File: src/rtl/mips_pkg.sv
// Shared MIPS pipeline encodings and widths.
// Used by the memory stage and its lane aligner.
package mips_pkg;

  localparam int WORD_W = 32;

  typedef enum logic [2:0] {
    LD_LW  = 3'd0,
    LD_LH  = 3'd1,
    LD_LHU = 3'd2,
    LD_LB  = 3'd3,
    LD_LBU = 3'd4
  } load_t;

  typedef enum logic [1:0] {
    ST_SW = 2'd0,
    ST_SH = 2'd1,
    ST_SB = 2'd2
  } store_t;

  typedef enum logic [2:0] {
    BR_BEQ  = 3'd0,
    BR_BNE  = 3'd1,
    BR_BGEZ = 3'd2,
    BR_BGTZ = 3'd3,
    BR_BLEZ = 3'd4,
    BR_BLTZ = 3'd5
  } branch_t;

  typedef enum logic {
    S_IDLE = 1'b0,
    S_WAIT = 1'b1
  } mem_state_t;

endpackage

File: src/rtl/mem_lane_align.sv
// Byte-lane steering for stores, extraction and
// extension for loads, and the misalign check.
module mem_lane_align
  import mips_pkg::*;
(
  input  logic [1:0]        addr_lo,
  input  logic              is_load,
  input  logic              is_store,
  input  logic [2:0]        load_type,
  input  logic [1:0]        store_type,
  input  logic [WORD_W-1:0] st_data,
  input  logic [WORD_W-1:0] rd_data,
  output logic [3:0]        be,
  output logic [WORD_W-1:0] wdata,
  output logic [WORD_W-1:0] ld_data,
  output logic              misalign
);

  logic        sz_w;
  logic        sz_h;
  logic        sz_b;
  logic [15:0] half;
  logic [7:0]  bsel;

  // Decode access size and flag misaligned accesses
  always_comb begin
    sz_w = 1'b0;
    sz_h = 1'b0;
    sz_b = 1'b0;
    if (is_load) begin
      case (load_type)
        LD_LH, LD_LHU: sz_h = 1'b1;
        LD_LB, LD_LBU: sz_b = 1'b1;
        default:       sz_w = 1'b1;
      endcase
    end else begin
      case (store_type)
        ST_SH:   sz_h = 1'b1;
        ST_SB:   sz_b = 1'b1;
        default: sz_w = 1'b1;
      endcase
    end
    misalign = (is_load | is_store) &
               ((sz_w & (|addr_lo)) |
                (sz_h & addr_lo[0]));
  end

  // Store byte enables and replicated write data
  always_comb begin
    be    = 4'b1111;
    wdata = st_data;
    if (is_store) begin
      unique case (1'b1)
        sz_h: begin
          be    = 4'b0011 << {addr_lo[1], 1'b0};
          wdata = {2{st_data[15:0]}};
        end
        sz_b: begin
          be    = 4'b0001 << addr_lo;
          wdata = {4{st_data[7:0]}};
        end
        default: ;
      endcase
    end
  end

  // Load lane select and sign/zero extension
  always_comb begin
    half = addr_lo[1] ? rd_data[31:16] : rd_data[15:0];
    bsel = rd_data[{addr_lo, 3'b000} +: 8];
    case (load_type)
      LD_LH:   ld_data = {{16{half[15]}}, half};
      LD_LHU:  ld_data = {16'h0, half};
      LD_LB:   ld_data = {{24{bsel[7]}}, bsel};
      LD_LBU:  ld_data = {24'h0, bsel};
      default: ld_data = rd_data;
    endcase
  end

endmodule

File: src/rtl/mem_stage.sv
// MIPS memory stage: data-memory access FSM,
// branch/jump resolution and the MEM/WB register.
module mem_stage
  import mips_pkg::*;
#(
  parameter int ADDR_W = 32
) (
  input  logic              clk,
  input  logic              rst,
  input  logic [WORD_W-1:0] ex_mem_alu_out,
  input  logic [WORD_W-1:0] ex_mem_reg_b_data,
  input  logic [4:0]        ex_mem_rd,
  input  logic              ex_mem_ctrl_reg_write,
  input  logic              ex_mem_ctrl_mem_to_reg,
  input  logic              ex_mem_ctrl_mem_write,
  input  logic [2:0]        ex_mem_ctrl_load_type,
  input  logic [1:0]        ex_mem_ctrl_store_type,
  input  logic              ex_mem_ctrl_branch,
  input  logic              ex_mem_ctrl_jump,
  input  logic              ex_mem_ctrl_jump_reg,
  input  logic [2:0]        ex_mem_ctrl_branch_type,
  input  logic              ex_mem_alu_beq_sig,
  input  logic              ex_mem_alu_bne_sig,
  input  logic              ex_mem_alu_bgez_sig,
  input  logic              ex_mem_alu_bgtz_sig,
  input  logic              ex_mem_alu_blez_sig,
  input  logic              ex_mem_alu_bltz_sig,
  input  logic [WORD_W-1:0] ex_mem_pc_branch,
  input  logic [WORD_W-1:0] ex_mem_pc_jump,
  output logic              dmem_req,
  output logic              dmem_we,
  output logic [ADDR_W-1:0] dmem_addr,
  output logic [3:0]        dmem_be,
  output logic [WORD_W-1:0] dmem_wdata,
  input  logic [WORD_W-1:0] dmem_rdata,
  input  logic              dmem_ack,
  output logic              mem_stall,
  output logic              mem_misalign,
  output logic              pc_redirect,
  output logic [WORD_W-1:0] pc_target,
  output logic              flush_ex,
  output logic              mem_wb_ctrl_reg_write,
  output logic              mem_wb_ctrl_mem_to_reg,
  output logic [4:0]        mem_wb_rd,
  output logic [WORD_W-1:0] mem_wb_data
);

  mem_state_t        state_q;
  mem_state_t        state_d;
  logic              is_load;
  logic              is_store;
  logic              mem_op;
  logic              mis_c;
  logic              req_c;
  logic [3:0]        be_c;
  logic [WORD_W-1:0] wdata_c;
  logic [WORD_W-1:0] ld_c;
  logic [ADDR_W-1:0] addr_c;
  logic              we_q;
  logic [ADDR_W-1:0] addr_q;
  logic [3:0]        be_q;
  logic [WORD_W-1:0] wdata_q;
  logic [7:0]        sig;
  logic              taken;

  assign is_load  = ex_mem_ctrl_mem_to_reg;
  assign is_store = ex_mem_ctrl_mem_write & ~is_load;
  assign mem_op   = is_load | is_store;
  assign req_c    = mem_op & ~mis_c;
  assign addr_c   = {ex_mem_alu_out[ADDR_W-1:2], 2'b00};

  mem_lane_align u_align (
    .addr_lo    (ex_mem_alu_out[1:0]),
    .is_load    (is_load),
    .is_store   (is_store),
    .load_type  (ex_mem_ctrl_load_type),
    .store_type (ex_mem_ctrl_store_type),
    .st_data    (ex_mem_reg_b_data),
    .rd_data    (dmem_rdata),
    .be         (be_c),
    .wdata      (wdata_c),
    .ld_data    (ld_c),
    .misalign   (mis_c)
  );

  // FSM state and request snapshot held during WAIT
  always_ff @(posedge clk) begin
    if (rst) begin
      state_q <= S_IDLE;
      we_q    <= 1'b0;
      addr_q  <= '0;
      be_q    <= '0;
      wdata_q <= '0;
    end else begin
      state_q <= state_d;
      if (state_q == S_IDLE && req_c && !dmem_ack) begin
        we_q    <= is_store;
        addr_q  <= addr_c;
        be_q    <= be_c;
        wdata_q <= wdata_c;
      end
    end
  end

  // Next state, memory port drive and stall
  always_comb begin
    state_d    = state_q;
    dmem_req   = 1'b0;
    dmem_we    = 1'b0;
    dmem_addr  = addr_c;
    dmem_be    = be_c;
    dmem_wdata = wdata_c;
    unique case (state_q)
      S_IDLE: begin
        if (req_c) begin
          dmem_req = 1'b1;
          dmem_we  = is_store;
          if (!dmem_ack) state_d = S_WAIT;
        end
      end
      S_WAIT: begin
        dmem_req   = 1'b1;
        dmem_we    = we_q;
        dmem_addr  = addr_q;
        dmem_be    = be_q;
        dmem_wdata = wdata_q;
        if (dmem_ack) state_d = S_IDLE;
      end
      default: state_d = S_IDLE;
    endcase
    if (rst) begin
      dmem_req = 1'b0;
      dmem_we  = 1'b0;
      state_d  = S_IDLE;
    end
    mem_stall = ~rst & ~dmem_ack &
                (req_c | (state_q == S_WAIT));
    mem_misalign = ~rst & mis_c;
  end

  // Branch condition select and redirect
  always_comb begin
    sig = {2'b00,
           ex_mem_alu_bltz_sig,
           ex_mem_alu_blez_sig,
           ex_mem_alu_bgtz_sig,
           ex_mem_alu_bgez_sig,
           ex_mem_alu_bne_sig,
           ex_mem_alu_beq_sig};
    taken = ex_mem_ctrl_branch &
            sig[ex_mem_ctrl_branch_type];
    pc_redirect = ~rst & (taken |
                  ex_mem_ctrl_jump |
                  ex_mem_ctrl_jump_reg);
    pc_target = (ex_mem_ctrl_jump |
                 ex_mem_ctrl_jump_reg) ?
                ex_mem_pc_jump : ex_mem_pc_branch;
    flush_ex = pc_redirect;
  end

  // MEM/WB register with bubble on stall/misalign
  always_ff @(posedge clk) begin
    if (rst) begin
      mem_wb_ctrl_reg_write  <= 1'b0;
      mem_wb_ctrl_mem_to_reg <= 1'b0;
      mem_wb_rd              <= '0;
      mem_wb_data            <= '0;
    end else if (mem_stall || mis_c) begin
      mem_wb_ctrl_reg_write  <= 1'b0;
      mem_wb_ctrl_mem_to_reg <= 1'b0;
    end else begin
      mem_wb_ctrl_reg_write  <= ex_mem_ctrl_reg_write;
      mem_wb_ctrl_mem_to_reg <= ex_mem_ctrl_mem_to_reg;
      mem_wb_rd              <= ex_mem_rd;
      mem_wb_data            <= is_load ? ld_c :
                                ex_mem_alu_out;
    end
  end

endmodule
File: config.mk
export PLATFORM = sky130hd
export DESIGN_NAME = mem_stage
export DESIGN_NICKNAME = d
export VERILOG_FILES = /design/src/rtl/mips_pkg.sv /design/src/rtl/mem_lane_align.sv /design/src/rtl/mem_stage.sv
export SDC_FILE = /design/constraint.sdc
export NUM_CORES = 1
export LEC_CHECK = 0
export ABC_CLOCK_PERIOD_IN_PS = 2600
export BUFFER_PORTS_ARGS = -buffer_cell sky130_fd_sc_hd__clkbuf_2
export CAP_MARGIN = 0
export CORE_AREA = 2 2 128 130
export DETAILED_ROUTE_END_ITERATION = 8
export DIE_AREA = 0 0 130 132
export GPL_TIMING_DRIVEN = 1
export HOLD_SLACK_MARGIN = 0.15
export PLACE_DENSITY = 0.76
export SYNTH_ARGS = -nofsm -noshare
export SYNTH_HDL_FRONTEND = slang
export SYNTH_SLANG_ARGS = --single-unit
export TNS_END_PERCENT = 1
File: constraint.sdc
create_clock -name clk -period 2.6 [get_ports clk]
set_input_delay 0.26 -clock clk [delete_from_list [all_inputs] [get_ports clk]]
set_output_delay 0.26 -clock clk [all_outputs]
set_load 0.05 [all_outputs]
==> metrics list, run 1 <==
- Clock latency of the later-clocked register in the worst-skew pair: 370 ps
- Clock skew on the completed layout was measured at 20.3 ps.
- Static leakage: 0.00416 µW
- Wires add up to 25.1 mm.
* Via count of the first global-routing pass: 7160
- EDFF count, synth: 0
* Antenna diode count: 0
- Post-layout nets: 1352
* Clock buffer count from CTS: 9
* Post-DR vias/cell: 5.54
- The die is 130 µm wide.
- Setup repair after global routing left no endpoint under its margin.
* Post-CTS setup repair buffer count: 0
- Worst-case clock buffer depth: 2
* Hold depth: 3
- In this run, synthesis produced a sequential element count of 107.
- STA classifies the critical path endpoint as a primary output.
- By area the synthesized netlist is led by sky130_fd_sc_hd__dfxtp_1 (31%), sky130_fd_sc_hd__mux2_2 (16%), sky130_fd_sc_hd__nand2_1 (8.2%), sky130_fd_sc_hd__a21oi_1 (5.9%), sky130_fd_sc_hd__clkbuf_1 (3.8%).
* Setup-failing EPs final: 0
* Total I/O pin count: 333
- Hold-critical path endpoint: addr_q[22]$_SDFFE_PP0P_
* Layer carrying the most global-route usage: met2
* Clock net sink count: 107
* Biggest regs: mem_wb_data x32, wdata_q x32, addr_q x30
- Once placement finished, the instance area stood at 8790 µm².
- The worst register-to-register path begins at state_q$_SDFF_PP0_.
* DRC violation count after routing: 0
* H-tree depth: 3
* Category of the worst setup path launch point: input pin
* Core area: 15700 µm²
- GR met3 Demand/Resource: 9.09%
- The cell area that synthesis handed to floorplanning was 6830 µm².
* Period minus WS final: 2370 ps
- Maximum number of pins on one net before global-route repair: 64
- Number of DRC violations after detailed-routing iteration 0: 696
- Number of instances in the synthesized netlist: 855
* Transition time at the pin with the least slew margin: 647 ps
- Peak clock frequency supported by timing: 421 MHz
* Ys Warns: 0
- The worst register-to-register path ends at addr_q[25]$_SDFFE_PP0P_.
- Detailed placement ended at an HPWL of 19.2 mm.
- The final hold violation count was 0.
- The critical path in this run is classified as input pin to primary output.
- For this block, the via count after detailed routing is 7666.
- Most numerous cell in the Yosys netlist: sky130_fd_sc_hd__nand2_1
- Data on the critical path arrives at its endpoint at 2110 ps.
- Share of layout cells above drive strength 1: 42.6%
- Each instance of the synthesized netlist takes up on average 7.99 µm².
- Across the run, the number of max-cap violations was 0.
- Primary flip-flop cell chosen by synthesis mapping: sky130_fd_sc_hd__dfxtp_1
* First-pass iteration count of the detailed router: 8
- Of all nets on the critical path, the largest fanout is 11.
- For met1 alone, demand over resource in global routing was 37.1%.
* Final critical-path share of the clock period: 91.3%
- The first global-routing pass estimated 38.2 mm of wire.
- sky130_fd_sc_hd__dfxtp_1 takes more of the synthesized area than any other cell.
- Summed over all layers, the global routing overflow is 0.
- Global routing consumed, on the met2 layer, 43.0% of the routing resources.
- For this configuration, the core starts out at a cell density of 43.5%.
* Area of all placed cells without fillers: 9300 µm²
* HP Start: ex_mem_alu_out[22]
- DRT antenna net count: 0
* Sequential fraction of the synthesis area: 31.4%
- Relative to the synthesized area, the layout overhead comes to 36.2%.
* Worst relative slew slack: 56.8%
* Area of the die: 17200 µm²
* Top cell type's share of synthesized area: 31.4%
- CTS tree: done
- The count of cells in the finished layout, fillers not included, comes to 1383.
- In this run the register-to-register setup slack is 810 ps.
- At the worst endpoint, the required time is 2340 ps.
- Routability Congestion: 0.957
* Number of rows in the core area: 46
- Global routing used 28.1% of the available tracks across all layers.
- CTS placed an instance of sky130_fd_sc_hd__clkbuf_16 at the clock tree root.
* Most common library cells after synthesis: sky130_fd_sc_hd__nand2_1 (149), sky130_fd_sc_hd__dfxtp_1 (107), sky130_fd_sc_hd__mux2_2 (97)
* Clock transition at path regs: 80 ps
- Async set-reset flop share out of synthesis: 0%
- Number of buffer cells added on primary ports: 330
- Number of inserted filler cells in the final layout: 1445
- For the worst flop-to-flop path, the logic depth is 5.
- The min-delay analysis places its worst path in the category input pin to flip-flop.
* Pins Over Slew Limit: 0
- PwrDens: 583 nW/µm²
- Cell total after placement: 1348
* Distinct cells, synth: 60
- Average wire length per cell after detail routing: 18.2 µm
* Antenna violations before repair: 0
- Status: finished, final reports clean
* Peak supply drop: 0.388 mV
- The die is 132 µm tall.
-- how the worst max path moves through the flow --
stage	start	endpoint	slack, ps	depth (start not counted)
floorplan	ex_mem_ctrl_store_type[0]	dmem_wdata[25]	-30	7
global placement	ex_mem_ctrl_store_type[0]	dmem_be[1]	330	8
detailed placement	ex_mem_ctrl_store_type[0]	dmem_be[1]	270	8
CTS	ex_mem_ctrl_store_type[0]	dmem_be[1]	260	8
global route	ex_mem_ctrl_store_type[0]	dmem_be[1]	80	8
finish	ex_mem_ctrl_store_type[0]	dmem_be[1]	230	8
-- through the flow --
stage	setup WS (ps)	total power, µW	setup TNS (ps)	util (%)	hold slack (ps)
detailed placement	266	3970	0	55.9	445
CTS	264	5450	0	59.2	150
global placement	329	3940	0	55.9	439
floorplan	-31.3	3340	-221	-	339
finish	225	5420	0	59.2	160
global route	82.6	5650	0	59.2	164
-- timing repair --
action                                 CTS  global route
endpoints found under the hold margin   19             0
hold buffers                            19             0
resized for setup                        0             0
-- metal layers --
layer | vias up | wire (µm)
met5 | - | 0
met3 | 45 | 2320
met2 | 377 | 11400
li1 | 3673 | -
met1 | 3571 | 10700
met4 | 0 | 760
-- power breakdown --
part	total, µW	internal (µW)	switching, µW
clock	1460	708	749
sequential	1850	1770	77.7
combinational	2110	668	1440
-- kinds of logic after synthesis --
family / count (synthesis) / synth area share (%)
and+or+nand+nor: 272 / 16.9
AOI/OAI and AO/OA: 235 / 24.5
muxes: 121 / 19.7
buffers and inverters: 116 / 6.91
DFF: 107 / 31.4
adders and majority gates: 2 / 0.366
other: 1 / 0.0549
xor gates and xnor gates: 1 / 0.128
-- cells in the final DEF (no fill, tap or decap), types with 19 or more instances in the layout --
cell,instances
sky130_fd_sc_hd__clkbuf_2,323
sky130_fd_sc_hd__nand2_1,149
sky130_fd_sc_hd__dfxtp_1,106
sky130_fd_sc_hd__mux2_2,97
sky130_fd_sc_hd__a21oi_1,80
sky130_fd_sc_hd__nor2_1,66
sky130_fd_sc_hd__inv_1,33
sky130_fd_sc_hd__buf_4,24
sky130_fd_sc_hd__o32ai_1,23
sky130_fd_sc_hd__mux2i_1,22
sky130_fd_sc_hd__dlygate4sd3_1,19
-- worst max-delay path: stages --
cell and delay, ps:
sky130_fd_sc_hd__clkbuf_2 110, sky130_fd_sc_hd__inv_1 60, sky130_fd_sc_hd__ha_1 370, sky130_fd_sc_hd__inv_1 100, sky130_fd_sc_hd__or3_1 550, sky130_fd_sc_hd__o21ai_0 270
sky130_fd_sc_hd__o21ai_0 130, sky130_fd_sc_hd__clkbuf_2 260
-- cell type report --
type | count | area (µm²) | share of cell area (%)
Multi-Input combinational cell | 633 | 4230 | 45.5
Clock inverter | 7 | 93.8 | 1.01
Tap cell | 216 | 270 | 2.91
Timing Repair Buffer | 377 | 2210 | 23.7
Sequential cell | 107 | 2150 | 23.1
Inverter | 34 | 128 | 1.37
Clock buffer | 9 | 225 | 2.42
Note: power is estimated with default switching activity, not from simulation.
==> run 2, diff against run 1 <==
--- a/config.mk
+++ b/config.mk
@@ -8,12 +8,14 @@
 export ABC_CLOCK_PERIOD_IN_PS = 2600
 export BUFFER_PORTS_ARGS = -buffer_cell sky130_fd_sc_hd__clkbuf_2
 export CAP_MARGIN = 0
-export CORE_AREA = 2 2 128 130
+export CELL_PAD_IN_SITES_DETAIL_PLACEMENT = 1
+export CELL_PAD_IN_SITES_GLOBAL_PLACEMENT = 1
+export CORE_MARGIN = 2
+export CORE_UTILIZATION = 33
 export DETAILED_ROUTE_END_ITERATION = 8
-export DIE_AREA = 0 0 130 132
 export GPL_TIMING_DRIVEN = 1
 export HOLD_SLACK_MARGIN = 0.15
-export PLACE_DENSITY = 0.76
+export PLACE_DENSITY_LB_ADDON = 0.1
 export SYNTH_ARGS = -nofsm -noshare
 export SYNTH_HDL_FRONTEND = slang
 export SYNTH_SLANG_ARGS = --single-unit
==> run 2 against run 1 <==
Effect of this change:
- worst hold slack lost 0.70 ps
- setup slack improved by 4.7 ps
- register-to-register slack worse by 20 ps
- wire length up 11%
- clock skew decreased by 6.7 ps
- sequential share of layout area is 0.22 points lower
- total power rose by 2.1%
- final area rose by 0.98%
- non-clock buffer count increased by 3
==> metrics list, run 2 (synthesis gave the netlist of run 1 again) <==
- The share of cells above drive strength 1 came to 42.7% (+0.15 points).
- The via density per instance is 5.23 (-5.7%).
- The chip width was 148 µm (+14%).
* Static leakage: 0.00417 µW (+0.41%)
- The data arrival time at the worst-slack endpoint is 2110 ps (about the same).
- In this run the critical register-to-register path is captured at mem_wb_data[27]$_SDFFE_PP0N_.
* Placed cell areas: 8850 µm² (+0.71%)
- The required time of the worst setup path was 2340 ps (about the same).
- Max-cap violations: 0 (unchanged)
* Post-route non-filler standard cell count: 1442 (+4.3%)
- In this run the clock root is driven by a sky130_fd_sc_hd__clkbuf_16.
* Total Negative Setup Slacks: 0 ps (unchanged)
- Biggest regs: mem_wb_data x32, wdata_q x32, addr_q x30
- DP Worst Slack: 246 ps (-20.1 ps)
* Area of the die: 21900 µm² (+27%)
* DRT antenna net count: 0 (unchanged)
- The number of buffers between clock root and the deepest sink is 2 (unchanged).
- The TritonCTS sink count was 107 (unchanged).
* Detailed placement HPWL: 21.6 mm (+13%)
* Class of the most critical hold timing path: input pin to flip-flop
* Clock buffer count from CTS: 9 (unchanged)
- Final Hold Viols: 0 (unchanged)
- Post-CTS setup repair buffer count: 0 (unchanged)
- Peak supply drop: 0.353 mV (-9.2%)
- DRC violation count after routing: 0 (unchanged)
- The final setup violation count was 0 (unchanged).
* Top fanout value on the critical path: 11 (unchanged)
- The path depth of the worst reg2reg path was 5 (unchanged).
- In the layout the commonest cells are sky130_fd_sc_hd__clkbuf_2 (323), sky130_fd_sc_hd__nand2_1 (149), sky130_fd_sc_hd__dfxtp_1 (106), sky130_fd_sc_hd__mux2_2 (97), sky130_fd_sc_hd__a21oi_1 (80).
* Launching point of the worst reg2reg path: state_q$_SDFF_PP0_
- The peak per-stage delay on the critical path was 550 ps (about the same).
- The slowest stage of the critical path is the sky130_fd_sc_hd__or3_1 cell.
* Initial Util: 33.6% (-9.8 points)
- HP Start: ex_mem_alu_out[30]
- Syn-to-layout area delta: 37.5%
- The total number of H-tree levels is 3 (unchanged).
* Kind of end point of the critical path: primary output
- Clock latency of the later-clocked register in the worst-skew pair: 360 ps (about the same)
* Pins Over Slew Limit: 0 (unchanged)
* Total I/O pin count: 333 (unchanged)
- Core area: 20300 µm² (+29%)
* First-pass iteration count of the detailed router: 5 (-3)
- Routability Congestion: 0.942 (-1.6%)
- Clock transition at path regs: 70 ps (about the same)
- Category of the critical setup timing path: input pin to primary output
* Global-route wire length before repair: 43.0 mm (+13%)
* Total via count in the routed design: 7536 (-1.7%)
* Cell total after placement: 1404 (+4.2%)
- The setup skew after layout was 13.6 ps (-6.72 ps).
- The via count of the first global-routing pass is 7617 (+6.4%).
- TritonCTS built the clock tree.
- The library cell used most frequently in the layout, excluding fill and tap cells, is sky130_fd_sc_hd__clkbuf_2.
- Number of buffer cells added on primary ports: 330 (unchanged)
* Routed Wire Length: 27.9 mm (+11%)
- Area of all placed cells without fillers: 9390 µm² (+0.98%)
- The total design power came to 5530 µW (+2.1%).
- The worst hold path depth was 3 (unchanged).
- The measured slew at the worst slew-check pin is 663 ps (+16.9 ps).
* Status: finished, final reports clean
- Walking the worst path, the cells encountered are clkbuf_2, inv_1, ha_1, inv_1, or3_1, o21ai_0, o21ai_0, clkbuf_2.
- PwrDens: 589 nW/µm² (+1.1%)
* Vertical extent of the die: 148 µm (+12%)
* Grt total ovfl: 0 (unchanged)
* Worst relative slew slack: 55.7% (-1.1 points)
- Hold-critical path endpoint: addr_q[30]$_SDFFE_PP0P_
- Number of DRC violations after detailed-routing iteration 0: 330 (-53%)
- The smallest setup slack after layout came to 230 ps (+4.69 ps).
- Setup repair after global routing left no endpoint under its margin.
- The row count is 52 (+13%).
- The worst setup path is launched from an input pin.
- Global routing usage summed across all routing layers: 24.9% (-3.2 points)
- The register-to-register setup slack was 790 ps (-20 ps).
* Peak clock frequency supported by timing: 422 MHz (+0.20%)
- The clock period minus final worst setup slack came to 2370 ps (-4.69 ps).
- Antenna violations before repair: 2 (+2)
- Number of inserted filler cells in the final layout: 2562 (+77%)
- Final critical-path share of the clock period: 91.2% (-0.18 points)
- Maximum number of pins on one net before global-route repair: 58 (-9.4%)
* Average wire length per cell after detail routing: 19.4 µm (+6.6%)
- Post-layout nets: 1355 (+0.22%)
## run 2: changes by cell type in the layout (fill, tap and decap cells not counted), moves of 2 or more
cell and delta:
sky130_fd_sc_hd__buf_12 -2, sky130_fd_sc_hd__bufinv_16 +2, sky130_fd_sc_hd__clkinv_8 -2, sky130_fd_sc_hd__buf_4 +4, sky130_fd_sc_hd__diode_2 +2, sky130_fd_sc_hd__inv_12 -2
## run 2: final cells by class
type                       count  area, µm²  share of cell area [%]
antenna                        2       5.00                  0.0533
clock buffer                  10        239                    2.54
clock inverter                 6       93.8                   0.999
inverter                      34        128                    1.36
multi-input combinational    633       4240                    45.1
sequential                   107       2150                    22.8
tap                          270        338                    3.60
timing repair buffer         380       2210                    23.5
## run 2: worst max-delay path: cells and delay by family
kind	cells	cell delay (ps)
simple gates	1	550
fa+ha+maj	1	370
buf+inv	4	500
compound gates	2	430
## run 2: repair_timing
item / 4_1_cts / 5_1_grt
endpoints found under the hold margin: 20 / 0
setup endpoints to repair: 0 / 0
gates resized for setup: 0 / 0
hold buffers: 20 / 0
## run 2: worst max path at each step
stage / to / slack, ps / cells after the start / startpoint
4_1_cts: dmem_wdata[9] / 240 / 8 / ex_mem_ctrl_store_type[0]
6_report: dmem_be[1] / 230 / 8 / ex_mem_ctrl_store_type[0]
5_1_grt: dmem_wdata[8] / 130 / 8 / ex_mem_ctrl_store_type[0]
3_5_place_dp: dmem_wdata[9] / 250 / 8 / ex_mem_ctrl_store_type[0]
3_3_place_gp: dmem_wdata[9] / 310 / 8 / ex_mem_ctrl_store_type[0]
2_1_floorplan: dmem_wdata[25] / -30 / 7 / ex_mem_ctrl_store_type[0]
## run 2: power breakdown
| part | internal, µW | switching, µW | leakage, µW |
|---|---|---|---|
| Sequential | 1780 | 80.6 | 0.000880 |
| Clock | 884 | 679 | 0.000165 |
| Combinational | 663 | 1450 | 0.00313 |
## run 2: routing by layer
layer,global-route usage [%],wire (µm),vias to the layer above
li1,-,-,3680
met1,32.0,12400,3609
met2,42.1,13300,219
met3,5.40,1630,28
met4,7.38,572,0
met5,0,0,-
## run 2: per-stage QoR
step	hold slack, ps	util (%)
after floorplan	339	-
after global placement	439	43.6
after detailed placement	447	43.6
after CTS	151	46.2
after global routing	161	46.3
final	159	46.3
==> run 3, diff against run 2 <==
--- a/config.mk
+++ b/config.mk
@@ -10,7 +10,7 @@
 export CAP_MARGIN = 0
 export CELL_PAD_IN_SITES_DETAIL_PLACEMENT = 1
 export CELL_PAD_IN_SITES_GLOBAL_PLACEMENT = 1
-export CORE_MARGIN = 2
+export CORE_MARGIN = 10
 export CORE_UTILIZATION = 33
 export DETAILED_ROUTE_END_ITERATION = 8
 export GPL_TIMING_DRIVEN = 1
==> constraint.sdc (replaced) <==
create_clock -name clk -period 2.6 [get_ports clk]
set_input_delay 0.26 -clock clk [delete_from_list [all_inputs] [get_ports clk]]
set_output_delay 0.26 -clock clk [all_outputs]
set_load 0.1 [all_outputs]
==> run 3 against run 2 <==
Effect of this change:
- critical path depth stayed put
- core utilization increased by 1.5 points
- fmax increased by 1.6%
- cell count shrank 0.35%
- via count down 0.17%
- critical endpoint is now dmem_wdata[9]
==> metrics list, run 3 (synthesis gave the netlist of run 1 again) <==
- Status: finished, final reports clean
- The maximum net fanout on the critical path was 11 (unchanged).
* Worst-path cell chain: clkbuf_2, inv_1, ha_1, inv_1, or3_1, a22oi_1, mux2i_1, buf_12
* Static leakage: 0.00426 µW (+2.1%)
- The starting density of the core is 33.6% (unchanged).
- Grouping stages by cell kind, the critical path spends the most delay in simple AND/OR/NAND/NOR gates.
- The tree is rooted in a sky130_fd_sc_hd__clkbuf_16.
- The number of pins with negative max-slew slack in the final report was 0 (unchanged).
- The number of buffers between clock root and the deepest sink came to 2 (unchanged).
- The data arrival time at the worst-slack endpoint came to 2070 ps (-40 ps).
* Number of DRC violations after detailed-routing iteration 0: 396 (+20%)
- Max-cap violations: 0 (unchanged)
* Total I/O pin count: 333 (unchanged)
- Worst-case hold slack: 155 ps (-3.41 ps)
- Transition time at the pin with the least slew margin: 1110 ps (+445 ps)
- The clock period minus final worst setup slack is 2330 ps (-37.2 ps).
- Number of resized instances in the post-cts repair step: 0 (unchanged)
- The via density per instance was 5.24 (+0.17%).
- Clock buffer count from CTS: 9 (unchanged)
* Routed Wire Length: 31.3 mm (+12%)
- Peak supply drop: 0.380 mV (+7.9%)
- The HPWL reported at the end of detailed placement is 24.9 mm (+15%).
* Worst relative slew slack: 25.7% (-30 points)
* Maximum number of pins on one net before global-route repair: 60 (+3.4%)
- Via count of the first global-routing pass: 7969 (+4.6%)
- The number of port buffers is 330 (unchanged).
- In the layout the commonest cells are sky130_fd_sc_hd__clkbuf_2 (297), sky130_fd_sc_hd__nand2_1 (149), sky130_fd_sc_hd__dfxtp_1 (106), sky130_fd_sc_hd__mux2_2 (97), sky130_fd_sc_hd__a21oi_1 (80).
- Vertical extent of the die: 164 µm (+11%)
* RSZ-0062 raised after global routing: false
* Core area: 20300 µm² (unchanged)
- The row count was 52 (unchanged).
- The final critical-path share of the clock period is 89.7% (-1.4 points).
* Class of the most critical hold timing path: input pin to flip-flop
- Slowest library cell on the worst path: sky130_fd_sc_hd__or3_1
- Cell total after placement: 1405 (+0.071%)
* Placed cell areas: 9250 µm² (+4.5%)
* CTS tree: done
- The total number of nets in the final design was 1349 (-0.44%).
* Biggest regs: mem_wb_data x32, wdata_q x32, addr_q x30
- The peak per-stage delay on the critical path came to 550 ps (about the same).
- First-pass iteration count of the detailed router: 4 (-1)
* Antenna violations before repair: 3 (+1)
* Average wire length per cell after detail routing: 21.8 µm (+13%)
* Share of layout cells above drive strength 1: 43.0% (+0.31 points)
- The critical path is of the input pin to primary output type.
* Horiz. Die Dim: 164 µm (+11%)
- Post-route non-filler standard cell count: 1437 (-0.35%)
- In this design, the critical path's most frequently occurring cell is sky130_fd_sc_hd__inv_1.
- Global-route wire length before repair: 47.2 mm (+9.6%)
* Leading cell type in the layout, fill and taps excluded: sky130_fd_sc_hd__clkbuf_2
* Grt total ovfl: 0 (unchanged)
* CP Data Required Time: 2340 ps (about the same)
- Area of the die: 26900 µm² (+23%)
* Clock net sink count: 107 (unchanged)
- The clock insertion delay at the later pin of the skew report was 360 ps (about the same).
- Category of the worst setup path launch point: input pin
* H-tree depth: 3 (unchanged)
- The final setup violation count was 0 (unchanged).
- Worst path bufs/invs: 4 (unchanged)
* Final Hold Viols: 0 (unchanged)
- CTS Hold Buffers Added: 13 (-35%)
- Number of inserted filler cells in the final layout: 2505 (-2.2%)
* Clock transition at path regs: 70 ps (about the same)
* Post-CTS setup repair buffer count: 0 (unchanged)
- The number of antenna-violating nets in the routed design came to 0 (unchanged).
* Routability Congestion: 0.861 (-8.5%)
- The global routing usage summed across all routing layers is 22.3% (-2.6 points).
- The timing-limited maximum frequency is 429 MHz (+1.6%).
* Kind of end point of the critical path: primary output
- The area growth from synthesis to layout is 42.0%.
- The number of remaining DRC errors was 0 (unchanged).
* Total via count in the routed design: 7523 (-0.17%)
- Area of all placed cells without fillers: 9700 µm² (+3.3%)
- The setup skew after layout came to 9.29 ps (-4.30 ps).
- The total power per unit cell area came to 657 nW/µm² (+12%).
run 3: tightest hold or removal path: cells and delay by family:
kind,cells,cell delay [ps]
compound gates,1,50
buf+inv,1,100
simple gates,1,50
run 3: worst paths after layout:
check | cells past startpoint | slack (ps) | start | to
min reg2reg | 2 | 460 | wdata_q[7]$_SDFFE_PP0P_ | wdata_q[7]$_SDFFE_PP0P_
min | 3 | 160 | ex_mem_alu_out[30] | addr_q[30]$_SDFFE_PP0P_
max | 8 | 270 | ex_mem_ctrl_store_type[0] | dmem_wdata[9]
max reg2reg | 5 | 660 | state_q$_SDFF_PP0_ | mem_wb_rd[2]$_SDFFE_PP0N_
run 3: power breakdown:
part / total, µW / leakage [µW] / switching (µW) / internal [µW]
clock: 1470 / 0.000150 / 698 / 768
sequential: 1860 / 0.000880 / 80.5 / 1770
combinational: 3050 / 0.00323 / 2280 / 779
total: 6380 / 0.00426 / 3050 / 3320
run 3: stage by stage:
stage	TNS, ps	setup slack [ps]	util (%)	power (µW)
5_1_grt	0	125	47.8	6630
4_1_cts	0	261	47.7	6430
2_1_floorplan	-11700	-733	-	4120
3_3_place_gp	0	342	45.6	4920
6_report	0	267	47.8	6380
3_5_place_dp	0	266	45.6	4940
run 3: final cells by class:
type | count | area, µm² | share of cell area (%)
Tap cell | 270 | 338 | 3.48
Clock inverter | 7 | 82.6 | 0.852
Inverter | 34 | 128 | 1.32
Multi-Input combinational cell | 633 | 4240 | 43.7
Clock buffer | 9 | 225 | 2.32
Sequential cell | 107 | 2150 | 22.1
Timing Repair Buffer | 374 | 2530 | 26.1
Antenna cell | 3 | 7.51 | 0.0774
run 3: per-layer routing:
metal  wire [µm]  GRT usage [%]  up-vias
li1            -              -     3656
met1       13300           26.8     3644
met5          31              0        -
met3        2190           7.06       31
met2       15300           38.2      188
met4         484           4.79        4
